File: src/rtl/cluster_core_start_sequencer.sv
// Staggered core-start sequencer: releases requested cores one at a time with a
// programmable gap to limit inrush, capturing each core's boot address at release.
module cluster_core_start_sequencer #(
  parameter int unsigned NB_CORES       = 8,
  parameter int unsigned STAGGER_CYCLES = 4,
  parameter logic [31:0] BOOT_ADDR      = 32'h1C000000
) (
  input  logic                     clk_i,
  input  logic                     rst_i,
  input  logic [NB_CORES-1:0]      fetch_enable_i,
  input  logic [NB_CORES*32-1:0]   boot_addr_i,
  input  logic                     bypass_i,
  output logic [NB_CORES-1:0]      fetch_enable_o,
  output logic [NB_CORES*32-1:0]   boot_addr_o,
  output logic                     busy_o
);

  localparam int unsigned CNT_WIDTH = $clog2(STAGGER_CYCLES + 1);
  localparam bit          MULTI_GAP = (STAGGER_CYCLES > 1);
  // Release cycle itself counts as the first cycle of the gap, IDLE the last.
  localparam logic [CNT_WIDTH-1:0] GAP_LOAD =
    CNT_WIDTH'(MULTI_GAP ? (STAGGER_CYCLES - 2) : 0);

  typedef enum logic {IDLE, GAP} state_t;

  state_t                state;
  logic [CNT_WIDTH-1:0]  cnt;
  logic [NB_CORES-1:0]   pending;
  logic [NB_CORES-1:0]   lowest;
  logic [NB_CORES-1:0]   release_mask;

  // Pending is a level; lowest set bit isolated by two's-complement trick.
  always_comb begin
    pending      = fetch_enable_i & ~fetch_enable_o;
    lowest       = pending & (~pending + NB_CORES'(1));
    release_mask = '0;
    if (bypass_i) begin
      release_mask = pending;
    end else if (state == IDLE) begin
      release_mask = lowest;
    end
  end

  assign busy_o = (|pending) | (state == GAP);

  always_ff @(posedge clk_i or posedge rst_i) begin
    if (rst_i) begin
      state          <= IDLE;
      cnt            <= '0;
      fetch_enable_o <= '0;
      boot_addr_o    <= {NB_CORES{BOOT_ADDR}};
    end else begin
      // Deassert of dropped requests and new releases apply together.
      fetch_enable_o <= (fetch_enable_o & fetch_enable_i) | release_mask;
      for (int unsigned i = 0; i < NB_CORES; i++) begin
        if (release_mask[i]) begin
          boot_addr_o[i*32 +: 32] <= boot_addr_i[i*32 +: 32];
        end
      end
      case (state)
        IDLE: begin
          if (!bypass_i && (|pending) && MULTI_GAP) begin
            cnt   <= GAP_LOAD;
            state <= GAP;
          end
        end
        GAP: begin
          if (bypass_i || (cnt == '0)) begin
            cnt   <= '0;
            state <= IDLE;
          end else begin
            cnt <= cnt - CNT_WIDTH'(1);
          end
        end
        default: begin
          cnt   <= '0;
          state <= IDLE;
        end
      endcase
    end
  end

endmodule

File: config.mk
export PLATFORM = sky130hd
export DESIGN_NAME = cluster_core_start_sequencer
export DESIGN_NICKNAME = d
export VERILOG_FILES = /design/src/rtl/cluster_core_start_sequencer.sv
export SDC_FILE = /design/constraint.sdc
export NUM_CORES = 1
export LEC_CHECK = 0
export ABC_AREA = 1
export CAP_MARGIN = 0
export CORE_ASPECT_RATIO = 0.5
export CORE_UTILIZATION = 25
export DETAILED_ROUTE_END_ITERATION = 10
export GPL_TIMING_DRIVEN = 0
export PLACE_DENSITY = 0.65
export SLEW_MARGIN = 10
export SYNTH_ARGS = -nofsm -noshare
export SYNTH_HDL_FRONTEND = slang
export SYNTH_SLANG_ARGS = --single-unit
File: constraint.sdc
create_clock -name clk_i -period 14.51 [get_ports clk_i]
set_input_delay 4.353 -clock clk_i [delete_from_list [all_inputs] [get_ports clk_i]]
set_output_delay 4.353 -clock clk_i [all_outputs]
set_load 0.01 [all_outputs]
==> impl_metrics.ini <==
[clocking]
cts_buffer_depth = 3
cts_tree = yes
cts_sinks = 268
cts_resized = 0
cts_setup_buffers = 0
cts_root_buffer = clkbuf_16
path_clk_slew_ns = 0.06
ctsHoldBuffers = 0
h-tree-depth = 1
cts_made_buffers = 28
clkLatencyLatePin_ns = 0.56

[min_path]
worstHoldStart = boot_addr_o[187]
worstHoldEndpoint = boot_addr_o[187]
min_path_type = flop to flop
worstHoldPathCells = 2

[power_and_ir_drop]
finalPower_mw = 3.320
leakagePower_nw = 8.500
power.density_nw_per_um2 = 187.1
peakVddDrop_uv = 100.9

[job]
maxCapViolCount = 0

[critical_path]
path_cells = clkdlybuf4s50_1, nand2_1, nand2_1, nor2_2, nand3_1, clkdlybuf4s50_1
critPathMaxFanout = 3
crit_required_ns = 10.16
worst_setup_path_end_kind = output port
slowest_stage = clkdlybuf4s50_1
reg2reg_slack_ns = 12.49
path_class = primary input to output port
slowest_delay_ns = 0.56
start_kind = primary input
cp.arrival_ns = 6.12
r2r_start = fetch_enable_o[6]
reg2reg_to = boot_addr_o[255]
ff2ff_path_depth = 7

[final_layout]
multiInputGateArea_um2 = 3276
final_common_cell = clkdlybuf4s50_1
nets = 2027
drive_above_1_share_pct = 6.978
layout_common_cells = clkdlybuf4s50_1 (531), nand2_1 (496), dfrtp_1 (244)
final_area_um2 = 17750
nFillCells = 4246
syn2layout_area_growth_pct = 65.25
regArea_um2 = 6736

[yosys]
ys_types = 21
ys_ff_latch = 268
synth-adder-area-share_pct = 0.2330
seq_area_frac_synth_pct = 62.73
synth_area_um2 = 10740
synth_compound_area_share_pct = 3.495
synth_nets = 1464
synth_top_family_by_area = simple AND/OR/NAND/NOR gates
yosys_warnings = 0
synth_simple_gate_area_share_pct = 26.69
avgSynthCellArea_um2 = 8.987
netlist_instances = 1195
synth.mux.area_fraction_pct = 0
synth_xor_xnor_area_share_pct = 0.08156

[floorplanning]
ioPinCount = 532
dieArea_um2 = 43840
die_x_um = 295.1
die_h_um = 148.6
coreArea_um2 = 42180
rows = 53
initial_core_util_pct = 25.46

[timing]
min_period_ns = 10.47
rsz0062_at_grt = false
setup_viol = 0
hold_violations = 0
finalCritPeriodShare_pct = 72.15
clock_skew_ns = 0.01106
whs_ns = 0.4611
layout_setup_ws_ns = 4.042
worst_pin_slew_ns = 0.6354
fmax_mhz = 95.53
slew_headroom_pct = 57.64
slew_viol_final = 0

[grt]
grt_antenna_before_repair = 2
grt_use_met2_pct = 33.78
met3_usage_pct = 3.004
grt_max_degree = 106
grt.met1_usage_pct = 25.62
grt-ovfl-total = 0
grt_pass1_vias = 10160
grt.total_usage_pct = 19.87
grt-busiest-layer = met2
grt_pass1_wl_mm = 65.05

[place]
dpl-instance-area_um2 = 16840
gp_congestion = 0.8770
port_buffers = 531
place.detailed.hpwl_mm = 34.31
place_ws_ns = 4.056

[route]
drt-initial-drc-count = 814
via_per_inst = 4.342
routed_wl_mm = 44.40
routedWlPerCell_um = 18.85
ant_nets = 0
vias = 10230
drc = 0
dr.pass1.iters = 6

[run_status]
status = finished clean
==> metal layers <==
metal  wire [um]  vias up
li1            -     4887
met1       18730     4992
met2       22230      251
met3        1651       94
met4        1773        2
met5          20        -
==> area by class of cell <==
cell class | instances | area share, %
flip-flops and latches | 268 | 37.96
plain buffers | 71 | 2.320
diodes | 1 | 0.01410
clock buffers | 41 | 4.569
multi-input cells | 772 | 18.46
repair buffers | 533 | 30.26
well taps | 577 | 4.068
inverters | 84 | 1.819
clock inverters | 8 | 0.5288
==> cells in the mapped netlist, drive strengths merged <==
master  count  area share, %
ha          2           0.23
inv        84            2.9
o21ai      69            3.2
o21bai      1          0.070
buf        47            3.0
nand3     195            9.1
clkbuf     24           0.86
dfstp      24            5.9
a21oi       3           0.21
nand2     496             17
nor2        5           0.27
dfrtp     244             57
xor2        1          0.082
==> kinds of logic (layout without fill, tap and decap cells) <==
family                     after synthesis  count (layout)
AOI/OAI and AO/OA                       73              73
other                                    0               1
xor gates and xnor gates                 1               1
buffers and inverters                  155             737
adders and majority gates                2               2
and+or+nand+nor                        696             696
DFF                                    268             268
==> worst max path at each step <==
| stage | startpoint | endpoint | slack [ns] | cells after the start |
|---|---|---|---|---|
| 2_1_floorplan | rst_i | boot_addr_o[0] | 2.81 | 1 |
| 3_3_place_gp | rst_i | boot_addr_o[69] | -1.41 | 2 |
| 3_5_place_dp | fetch_enable_i[2] | busy_o | 4.06 | 6 |
| 4_1_cts | fetch_enable_i[2] | busy_o | 4.05 | 6 |
| 5_1_grt | fetch_enable_i[2] | busy_o | 3.95 | 6 |
| 6_report | fetch_enable_i[2] | busy_o | 4.04 | 6 |
==> worst max-delay path, delay by kind of cell <==
kind                   cells  cell delay, ns
AND/OR/NAND/NOR            4            0.68
buffers and inverters      2            1.07
==> power breakdown <==
part | internal (mW) | switching (mW)
sequential | 1.06 | 0.177
combinational | 0.704 | 0.640
clock | 0.421 | 0.318
total | 2.19 | 1.14
==> sequential cells by signal (all words and copies together) (netlist names) <==
register,flops
cnt,3
fetch_enable_o,8
state,1
boot_addr_o,256
==> stage by stage <==
step / std cells / utilization (%) / setup TNS (ns)
6_report: 2355 / 42.08 / 0
3_5_place_dp: 2305 / 39.93 / 0
2_1_floorplan: 1195 / - / 0
4_1_cts: 2354 / 42.07 / 0
5_1_grt: 2355 / 42.08 / 0
3_3_place_gp: 2303 / 39.78 / -332.86
Power figures use the tool's default switching activity.
